`src/rtl/load_extend_ctrl.sv`:
```
// Load-path sequencer: issues a req/ack read on the data memory port, then
// selects the addressed byte/halfword lane and sign- or zero-extends it to 32 bits.
module load_extend_ctrl #(
  parameter int ADDR_WIDTH = 32,
  parameter int TIMEOUT    = 15
) (
  input  logic                  clk,
  input  logic                  rst_n,
  input  logic                  start,
  input  logic [ADDR_WIDTH-1:0] addr,
  input  logic [1:0]            size,
  input  logic                  is_unsigned,
  output logic                  mem_req,
  output logic [ADDR_WIDTH-1:0] mem_addr,
  input  logic                  mem_ack,
  input  logic [31:0]           mem_rdata,
  output logic [31:0]           rdata,
  output logic                  done,
  output logic                  err,
  output logic                  busy
);

  localparam int CNT_W = (TIMEOUT < 2) ? 1 : $clog2(TIMEOUT);
  localparam logic [CNT_W-1:0] CNT_LAST = CNT_W'(TIMEOUT - 1);

  typedef enum logic {
    IDLE = 1'b0,
    REQ  = 1'b1
  } state_t;

  typedef enum logic [1:0] {
    SZ_BYTE    = 2'b00,
    SZ_HALF    = 2'b01,
    SZ_WORD    = 2'b10,
    SZ_ILLEGAL = 2'b11
  } size_t;

  state_t                state_q, state_d;
  logic [1:0]            off_q, off_d;
  size_t                 size_q, size_d;
  logic                  uns_q, uns_d;
  logic [CNT_W-1:0]      cnt_q, cnt_d;
  logic [ADDR_WIDTH-1:0] mem_addr_q, mem_addr_d;
  logic [31:0]           rdata_q, rdata_d;
  logic                  done_q, done_d;
  logic                  err_q, err_d;

  logic                  access_legal;

  // Selects the lane named by the byte offset and widens it to 32 bits.
  function automatic logic [31:0] extend_lane(
    input logic [31:0] word,
    input logic [1:0]  off,
    input size_t       sz,
    input logic        uns
  );
    logic [7:0]  lane_b;
    logic [15:0] lane_h;
    logic [31:0] result;
    lane_b = word[8*off +: 8];
    lane_h = word[16*off[1] +: 16];
    case (sz)
      SZ_BYTE: result = {{24{lane_b[7] & ~uns}}, lane_b};
      SZ_HALF: result = {{16{lane_h[15] & ~uns}}, lane_h};
      default: result = word;
    endcase
    return result;
  endfunction

  always_comb begin
    case (size_t'(size))
      SZ_BYTE:  access_legal = 1'b1;
      SZ_HALF:  access_legal = ~addr[0];
      SZ_WORD:  access_legal = (addr[1:0] == 2'b00);
      default:  access_legal = 1'b0;
    endcase
  end

  // NOTE: every signal assigned in this block gets a default first, so no
  // path can leave one unassigned and infer a latch.
  always_comb begin
    state_d    = state_q;
    off_d      = off_q;
    size_d     = size_q;
    uns_d      = uns_q;
    cnt_d      = cnt_q;
    mem_addr_d = mem_addr_q;
    rdata_d    = rdata_q;
    done_d     = 1'b0;
    err_d      = 1'b0;

    case (state_q)
      IDLE: begin
        if (start) begin
          if (access_legal) begin
            state_d    = REQ;
            off_d      = addr[1:0];
            size_d     = size_t'(size);
            uns_d      = is_unsigned;
            cnt_d      = '0;
            mem_addr_d = {addr[ADDR_WIDTH-1:2], 2'b00};
          end else begin
            err_d = 1'b1;
          end
        end
      end

      REQ: begin
        // An ack in the final allowed cycle beats the timeout.
        if (mem_ack) begin
          state_d = IDLE;
          rdata_d = extend_lane(mem_rdata, off_q, size_q, uns_q);
          done_d  = 1'b1;
        end else if (cnt_q == CNT_LAST) begin
          state_d = IDLE;
          err_d   = 1'b1;
        end else begin
          cnt_d = cnt_q + CNT_W'(1);
        end
      end

      default: state_d = IDLE;
    endcase
  end

  // NOTE: sequential state uses non-blocking assignments so every flop
  // samples the pre-edge value regardless of statement order.
  always_ff @(posedge clk or negedge rst_n) begin
    if (!rst_n) begin
      state_q    <= IDLE;
      off_q      <= 2'b00;
      size_q     <= SZ_BYTE;
      uns_q      <= 1'b0;
      cnt_q      <= '0;
      mem_addr_q <= '0;
      rdata_q    <= 32'h0;
      done_q     <= 1'b0;
      err_q      <= 1'b0;
    end else begin
      state_q    <= state_d;
      off_q      <= off_d;
      size_q     <= size_d;
      uns_q      <= uns_d;
      cnt_q      <= cnt_d;
      mem_addr_q <= mem_addr_d;
      rdata_q    <= rdata_d;
      done_q     <= done_d;
      err_q      <= err_d;
    end
  end

  // mem_req and busy are exactly "in REQ", taken straight from the state flop.
  assign mem_req  = (state_q == REQ);
  assign busy     = (state_q == REQ);
  assign mem_addr = mem_addr_q;
  assign rdata    = rdata_q;
  assign done     = done_q;
  assign err      = err_q;

endmodule
```
`config.mk`:
```
export PLATFORM = sky130hd
export DESIGN_NAME = load_extend_ctrl
export DESIGN_NICKNAME = d
export VERILOG_FILES = /design/src/rtl/load_extend_ctrl.sv
export SDC_FILE = /design/constraint.sdc
export NUM_CORES = 1
export LEC_CHECK = 0
export ABC_AREA = 1
export CAP_MARGIN = 20
export CORE_ASPECT_RATIO = 1.4
export CORE_UTILIZATION = 47
export CTS_CLUSTER_DIAMETER = 40
export DETAILED_ROUTE_END_ITERATION = 8
export GPL_ROUTABILITY_DRIVEN = 0
export PLACE_DENSITY = 0.89
export SLEW_MARGIN = 20
export SYNTH_ARGS = -nofsm -noshare
export SYNTH_HDL_FRONTEND = slang
export SYNTH_SLANG_ARGS = --single-unit
export TNS_END_PERCENT = 5
```
`constraint.sdc`:
```
create_clock -name clk -period 2.55 [get_ports clk]
set_clock_uncertainty 0.15 [all_clocks]
set_input_delay 0.51 -clock clk [delete_from_list [all_inputs] [get_ports clk]]
set_output_delay 0.51 -clock clk [all_outputs]
set_load 0.05 [all_outputs]
```
==> qor.yml <==
power_and_ir_drop:
  p_sw_w: 0.00254
  p_int_w: 0.00294
  powerDensity_mw_per_mm2: 1050
  ir_worst_vdd_uv: 584
  swShare_pct: 46.3
  power.total_w: 0.00548
  pwr-share-comb_pct: 50.7
  leakage_nw: 2.51
  p_seq_share_pct: 32.3
  clockPowerShare_pct: 16.9
yosys:
  netlist_area_sq_mm: 0.00355
  seq_area_frac_synth_pct: 52.1
  ys_ff_latch: 74
  synth_area_per_cell_sq_um: 8.01
  async_flop_share_pct: 100
  synth_cell_type_count: 28
  synth.most_common_cell: "nand2_1"
  ys.warnings.count: 0
  synth_edf_count: 0
  ys.flop_type: "dfrtp_1"
  synth_area_leaders: "dfrtp_1, nand2_1, a21oi_1"
  synth_top_cell_area_share_pct: 52.1
  ys_top_cells_by_count: "nand2_1, dfrtp_1, a21oi_1, nand3_1, inv_1"
  synth.largest_area_cell: "dfrtp_1"
  synth_cells: 444
route:
  via_per_inst: 5.32
  dr.pass1.iters: 5
  drtAntennaViolNets: 0
  vias: 3597
  drt_iter0_drc: 361
  wl_per_cell_microns: 15.4
  finalWirelength_mm: 10.4
  drc: 0
layout:
  final_util_pct: 71.2
  area_delta_synth_final_pct: 46.5
  fill_cells: 579
  n_antenna_cell: 0
  drive_gt1_share_pct: 7.94
  layout.nets: 647
die:
  dieArea_sq_mm: 0.00792
  die_height_microns: 105
  row_count: 37
  die_x_microns: 75.5
  ioPinCount: 139
  start_util_pct: 48.6
  core_area_sq_mm: 0.00731
worst_setup_path:
  cp_top_family: "buffers and inverters"
  end_kind: "primary output"
  startpoint_type: "flop"
  cp_max_fo: 5
  cp_data_arrival_time_ns: 1.65
  path_buf_inv: 1
  worstSetupPathType: "flop to primary output"
  required_ns: 1.89
  max_stage_delay_ns: 0.84
  slowest_stage: "clkdlybuf4s50_1"
  path_cells: "clkdlybuf4s50_1"
sta:
  setup_violations: 0
  worst_pin_slew_ns: 0.608
  min_period_over_period_pct: 90.5
  layout_min_cycle_time_ns: 2.31
  drv_slew: 0
  rsz0062_at_grt: "false"
  final-hold-violation-count: 0
  tns_ns: 0
  fin_ws_ns: 0.243
  slew_headroom_pct: 59.5
  timing.hold.ws_ns: 0.0115
  max_freq_ghz: 0.433
cts:
  post_cts_resized: 0
  cts_tree: "yes"
  clkLatencyLatePin_ns: 0.36
  holdBufCountCts: 0
  max-clock-path-buffers: 2
  htree_levels: 3
  cts.clk_slew.worst_paths_ns: 0.08
  clock_sinks: 74
  cts_made_buffers: 9
  root_buffer: "clkbuf_8"
  cts_setup_buffers: 0
grt:
  antenna_found_initial: 0
  grt_pass1_wl_mm: 16.7
  grt_max_degree: 75
  grt_pass1_vias: 3652
  grt_usage_pct: 28.4
  overflow: 0
placement:
  place_ws_ns: 0.365
  dp_hpwl_mm: 7.64
  portBuffers: 136
run:
  max_cap_viol_count: 0
min_path:
  hp-class: "input port to asynchronous set/reset pin"
status:
  outcome: "completed"
[final timing paths]
| check | cells after the start | startpoint | slack, ns | endpoint |
|---|---|---|---|---|
| min in group clk | 2 | mem_addr[31] | 0.33 | mem_addr[31] |
| setup reg to reg | 9 | size_q[1] | 0.70 | rdata[10] |
| hold / removal | 2 | rst_n | 0.01 | rdata[5] |
| hold reg to reg | 2 | mem_addr[31] | 0.33 | mem_addr[31] |
| max in group asynchronous | 2 | rst_n | 1.93 | mem_addr[18] |
| setup / recovery | 1 | busy | 0.24 | mem_req |
[layer usage]
metal	track usage [%]	vias to the layer above	part of all wire, %
met5	0	-	0
met4	17.3	0	4.4
met3	7.52	38	10
met2	46.0	240	50
met1	32.4	1643	35
li1	-	1676	-
[power groups by stage]
stage | sequential, W | combinational (W) | clock [W]
3_3_place_gp | 0.00178 | 0.00271 | 0
3_5_place_dp | 0.00179 | 0.00277 | 0
2_1_floorplan | 0.00284 | 0.000707 | 0
6_report | 0.00177 | 0.00278 | 0.000928
5_1_grt | 0.00181 | 0.00295 | 0.00100
4_1_cts | 0.00177 | 0.00278 | 0.000951
[metrics by stage]
| stage | cell area [sq um] | cells |
|---|---|---|
| floorplan | 3560 | 445 |
| global placement | 5000 | 660 |
| detailed placement | 5000 | 660 |
| CTS | 5210 | 676 |
| global route | 5210 | 676 |
| finish | 5210 | 676 |
[registers in the layout, summed over array words and instances, names as in the netlist]
signal and count:
mem_addr 30, busy 1, size_q 2, cnt_q 4
rdata 32, err 1, uns_q 1, done 1
off_q 2
[logic make-up (layout without fill, tap and decap cells)]
kind of cell	count (synthesis)	after routing	synth area share [%]
adders and majority gates	2	2	0.704
AOI/OAI and AO/OA	79	79	12.5
and+or+nand+nor	230	230	27.1
DFF	74	74	52.1
other	1	2	0.105
xor gates and xnor gates	2	2	0.493
buffers and inverters	56	190	7.04
[layout by cell type, fill, tap and decap left out, drive strengths merged]
| master | n |
|---|---|
| nand2 | 161 |
| clkdlybuf4s50 | 135 |
| dfrtp | 74 |
| a21oi | 52 |
| nand3 | 43 |
| inv | 27 |
| nor2 | 24 |
| o21ai | 23 |
| clkbuf | 11 |
| buf | 10 |
| clkinv | 5 |
| xor2 | 2 |
| or2 | 2 |
| ha | 2 |
| conb | 2 |
| o32ai | 1 |
| o22ai | 1 |
| o22a | 1 |
| a31oi | 1 |
| clkinvlp | 1 |
| bufinv | 1 |
[layout make-up]
type | count | area, sq um | area share, %
inverters | 29 | 110 | 2.11
clock inverters | 5 | 52.6 | 1.01
flip-flops and latches | 74 | 1850 | 35.6
multi-input cells | 315 | 1460 | 28.0
clock buffers | 11 | 151 | 2.91
repair buffers | 145 | 1460 | 28.1
well taps | 97 | 121 | 2.33
Note: power is estimated with default switching activity, not from simulation.
